===== config.mk =====
export PLATFORM = sky130hd
export DESIGN_NAME = seq_detect_param
export DESIGN_NICKNAME = d
export VERILOG_FILES = /design/src/rtl/seq_detect_pkg.sv /design/src/rtl/seq_detect_param_sat_counter.sv /design/src/rtl/seq_detect_param.sv
export SDC_FILE = /design/constraint.sdc
export NUM_CORES = 1
export LEC_CHECK = 0
export ABC_CLOCK_PERIOD_IN_PS = 4930
export BUFFER_PORTS_ARGS = -buffer_cell sky130_fd_sc_hd__buf_2
export CORE_UTILIZATION = 60
export CTS_CLUSTER_SIZE = 24
export DETAILED_ROUTE_END_ITERATION = 10
export PLACE_DENSITY = 0.82
export SKIP_LAST_GASP = 1
export SYNTH_ARGS = -nofsm -noshare
export SYNTH_HDL_FRONTEND = slang
export SYNTH_HIERARCHICAL = 1
export SYNTH_SLANG_ARGS = --single-unit
export TNS_END_PERCENT = 5

===== constraint.sdc =====
create_clock -name clk -period 4.93 [get_ports clk]
set_input_delay 0.986 -clock clk [delete_from_list [all_inputs] [get_ports clk]]
set_output_delay 0.986 -clock clk [all_outputs]
set_load 0.005 [all_outputs]

===== src/rtl/seq_detect_pkg.sv =====
// Shared types and reset-default constants for the serial pattern detector.
package seq_detect_pkg;

  typedef enum logic {ST_FILL, ST_ARMED} state_t;

  // Width needed to hold a length value in the range 0..max_len.
  function automatic int len_w(input int max_len);
    return $clog2(max_len + 1);
  endfunction

  // Reset configuration: the classic "001100" marker, overlapping.
  localparam int         DEF_MAX_LEN = 8;
  localparam logic [7:0] DEF_PATTERN = 8'b0000_1100;
  localparam int         DEF_LEN     = 6;
  localparam logic       DEF_OVERLAP = 1'b1;

endpackage


===== src/rtl/seq_detect_param_sat_counter.sv =====
// Saturating up-counter; clear takes priority over increment.
module sat_counter #(
  parameter int WIDTH = 8
) (
  input  logic             clk,
  input  logic             rst,
  input  logic             inc,
  input  logic             clr,
  output logic [WIDTH-1:0] cnt
);

  // count up to all-ones and hold there; clr wins
  always_ff @(posedge clk or negedge rst) begin
    if (!rst)                    cnt <= '0;
    else if (clr)                cnt <= '0;
    else if (inc && cnt != '1)   cnt <= cnt + 1'b1;
  end

endmodule


===== src/rtl/seq_detect_param.sv =====
// Programmable serial bit-pattern detector with Mealy match output,
// overlap control, input qualification and a saturating match counter.
module seq_detect_param
  import seq_detect_pkg::*;
#(
  parameter int                 MAX_LEN         = DEF_MAX_LEN,
  parameter int                 CNT_W           = 8,
  parameter logic [MAX_LEN-1:0] DEFAULT_PATTERN = MAX_LEN'(DEF_PATTERN),
  parameter int                 DEFAULT_LEN     = DEF_LEN,
  parameter logic               DEFAULT_OVERLAP = DEF_OVERLAP,
  localparam int                LEN_W           = len_w(MAX_LEN)
) (
  input  logic               clk,
  input  logic               rst,
  input  logic               en,
  input  logic               in_valid,
  input  logic               in_bit,
  input  logic               cfg_we,
  input  logic [MAX_LEN-1:0] cfg_pattern,
  input  logic [LEN_W-1:0]   cfg_len,
  input  logic               cfg_overlap,
  input  logic               cnt_clr,
  output logic               match,
  output logic               match_q,
  output logic               armed,
  output logic [CNT_W-1:0]   match_cnt
);

  logic [MAX_LEN-1:0] pattern, hist, hist_nxt, win, mask;
  logic [LEN_W-1:0]   len, len_ld, fill, fill_nxt;
  logic               overlap, accept, match_c;
  state_t             state, state_nxt;

  // clamp the programmed length into 1..MAX_LEN
  always_comb begin
    len_ld = cfg_len;
    if (cfg_len == '0)                     len_ld = LEN_W'(1);
    else if (cfg_len > LEN_W'(MAX_LEN))    len_ld = LEN_W'(MAX_LEN);
  end

  // window = newest len bits including the bit on the wire; compare under mask
  always_comb begin
    accept = en && in_valid && !cfg_we;
    win    = {hist[MAX_LEN-2:0], in_bit};
    mask   = '0;
    for (int i = 0; i < MAX_LEN; i++) mask[i] = (LEN_W'(i) < len);
    match_c = accept && (state == ST_ARMED) && (((win ^ pattern) & mask) == '0);
  end

  // history, fill level and FSM next-state; fill gates out stale history bits
  always_comb begin
    hist_nxt  = hist;
    fill_nxt  = fill;
    state_nxt = state;
    if (cfg_we) begin
      hist_nxt  = '0;
      fill_nxt  = '0;
      // a one-bit pattern needs no history, so it is armed straight away
      state_nxt = (len_ld == LEN_W'(1)) ? ST_ARMED : ST_FILL;
    end else if (accept) begin
      hist_nxt = win;
      if (match_c && !overlap) fill_nxt = '0;
      else if (fill < len)     fill_nxt = fill + 1'b1;
      state_nxt = (fill_nxt >= len - 1'b1) ? ST_ARMED : ST_FILL;
    end
  end

  // state registers and configuration load
  always_ff @(posedge clk or negedge rst) begin
    if (!rst) begin
      hist    <= '0;
      fill    <= '0;
      state   <= ST_FILL;
      match_q <= 1'b0;
      pattern <= DEFAULT_PATTERN;
      len     <= LEN_W'(DEFAULT_LEN);
      overlap <= DEFAULT_OVERLAP;
    end else begin
      hist    <= hist_nxt;
      fill    <= fill_nxt;
      state   <= state_nxt;
      match_q <= match_c;
      if (cfg_we) begin
        pattern <= cfg_pattern;
        len     <= len_ld;
        overlap <= cfg_overlap;
      end
    end
  end

  assign match = match_c;
  assign armed = (state == ST_ARMED);

  sat_counter #(.WIDTH(CNT_W)) u_cnt (
    .clk (clk),
    .rst (rst),
    .inc (match_c),
    .clr (cnt_clr),
    .cnt (match_cnt)
  );

endmodule


==> out/metrics.cfg <==
[power_and_ir_drop]
internal-power_w=0.0004079
leakage_nw=1.058
netSwitchingFraction=0.2701
p_per_area_nw_per_um2=259.7
pwr-share-clk=0.285
ir_worst_vdd_v=0.0001861
pwr-share-seq=0.549
p_comb_frac=0.167
switchingPower_w=0.0001510
finalPower_w=0.0005588

[outcome]
outcome=complete, no violations

[synth]
yosysTopAreaCell=dfrtp_1
ys_top_cells_by_area=dfrtp_1 (38%), ha_1 (7.9%), dfstp_2 (6.9%)
ys.flop_type=dfrtp_1
synth_warnings=6
synthTopCellsByCount=dfrtp_1 (29), ha_1 (12), mux2_2 (11)
synth_seq_cells=34
yosys.area.top_type_share=0.3808
syn_avg_cell_area_um2=11.01
seq_area_frac_synth=0.4498
syn_area_um2=1906
synth_fp_nets=205
synth_most_common_cell=dfrtp_1
async_flop_share=1.000
ys_types=49
synth_edf_count=0
postSynthCellCount=173

[worst_setup_path]
cp.arrival_ps=2370
worst_setup_path_start_kind=input port
end_kind=output pin
worst-path-max-fanout=20
crit_required_ps=3940
worstSetupPathType=input port to output pin

[layout]
area_growth_pct=12.93
diodes=0
drive_above_1_share=0.2864
final_nets=237
fin_cells=250
fillers=239

[route]
drtIter0Drc=96
drcViolationCount=0
drt_first_pass_iters=4
wl_per_cell_um=15.13
vias=1434
viasPerCell=5.736
wl_mm=3.783
antenna_left=0

[floorplanning]
dieArea_um2=3405
die_h_um=58.36
rows=20
chipWidth_um=58.36
core-area_um2=3028
boundaryPins=31
start_util=0.6293

[timing]
finalSetupViolations=0
setup_tns_ps=0
period_needed_ps=3351
rsz0062_at_grt=false
period_share=0.6798
worstMarginPinSlew_ps=883.9
fin_skew_ps=6.990
fin_ws_ps=1579
final-hold-violation-count=0
relSlewSlack=0.4107
fmax_mhz=298.4
report.final.slew_viol_count=0

[clock_tree]
ctsHoldBuffers=0
cts_tree=yes
cts.clk_slew.worst_paths_ps=100
clock_path_buffers=2
clkLatencyLatePin_ps=330
clock-sinks=34
ctsResizeCount=0
cts_max_level=2
cts_buffers=5
cts-root-buf=clkbuf_4
cts_setup_buffers=0

[place]
place_ws_ps=1564
dp_cells=242
place_congestion=0.8378
dp_hpwl_mm=2.794
portBuffers=30

[worst_hold_path]
hp-class=register to register

[global_routing]
gr-total-overflow=0
grt_pass1_vias=1335
grt_pass1_wl_mm=6.444
grt_usage=0.2514
grt_max_degree=35
antenna_found_initial=0
use_met2=0.3793
grt_use_met1=0.3777
grt-busiest-layer=met2
use_met3=0.06154

[job]
drv_cap=0

## power by group through the flow
stage	registers, W	logic (W)	clock network, W
floorplan	0.000308	0.0000638	0
global placement	0.000311	0.0000870	0
detailed placement	0.000312	0.0000918	0
CTS	0.000307	0.0000928	0.000164
global route	0.000309	0.000105	0.000172
finish	0.000307	0.0000931	0.000159
## critical path, stage by stage
cell,delay (ps)
buf_2,230
nor2_1,140
buf_4,190
o2111a_1,270
and3_1,360
buf_2,180
## metrics by stage
stage / cell area, µm² / hold slack [ps] / utilization
final: 2152 / 529.1 / 0.7107
after global routing: 2152 / 554.3 / 0.7107
after CTS: 2152 / 534.8 / 0.7107
after detailed placement: 2092 / 503.8 / 0.6909
after global placement: 2092 / 508.5 / 0.6909
after floorplan: 1906 / 486.6 / -
## final timing paths
path                            cells past startpoint  slack [ps]                 from                   to
worst min register to register                      1         530  hist[6]$_DFFE_PN0P_  hist[6]$_DFFE_PN0P_
worst max-delay path                                6        1580               cfg_we                match
max in group asynchronous                           1        3740                  rst  hist[1]$_DFFE_PN0P_
worst min-delay path                                1         530  hist[6]$_DFFE_PN0P_  hist[6]$_DFFE_PN0P_
min in group asynchronous                           1         710                  rst   len[0]$_DFFE_PN0P_
worst max register to register                     11        1880   len[1]$_DFFE_PN1P_    armed$_DFFE_PN0P_
## sequential cells by signal (all words and copies together) (netlist names)
signal	count
overlap	1
match_q	1
u_cnt/cnt	8
armed	1
fill	4
len	4
hist	7
pattern	8
## routing by layer
metal | vias to the layer above | routed length (µm)
met3 | 4 | 168
met4 | 0 | 23
met1 | 688 | 1887
met5 | - | 0
met2 | 42 | 1703
li1 | 700 | -
## layout make-up
| class | instances | area [µm²] | share of cell area |
|---|---|---|---|
| clock inverter | 1 | 5.005 | 0.002326 |
| sequential | 34 | 857.1 | 0.3983 |
| timing repair buffer | 31 | 157.7 | 0.07326 |
| clock buffer | 7 | 55.05 | 0.02558 |
| multi-input combinational | 126 | 996.0 | 0.4628 |
| inverter | 7 | 26.28 | 0.01221 |
| tap | 44 | 55.05 | 0.02558 |
## cell families after synthesis
family / count (synthesis) / share of synthesized area
AO/OA/AOI/OAI: 39 / 0.1523
XOR/XNOR: 13 / 0.05975
adder cells (fa/ha/maj): 12 / 0.07879
buffers and inverters: 13 / 0.02758
flip-flops: 34 / 0.4498
multiplexers: 13 / 0.07617
AND/OR/NAND/NOR: 49 / 0.1556
## cells in the final DEF, fill, tap and decap left out, types with 2 or more instances in the layout
cell type and instances:
nand3_1 3, and2_1 3, ha_1 12, nand2b_1 4, nor2b_1 3, a32o_1 3, nor3b_1 2, o21ai_0 5
xor2_1 5, a21oi_1 5, nand2_1 8, nand3b_1 2, nand4_1 2, o21ai_1 3, a22o_1 7, clkbuf_4 5
nor2_1 7, dfrtp_1 29, buf_2 30, mux2_2 11, dfstp_2 5, inv_1 7, xnor2_1 8, a21o_1 3
and3_1 2, nor3_1 5
Note: power is estimated with default switching activity, not from simulation.
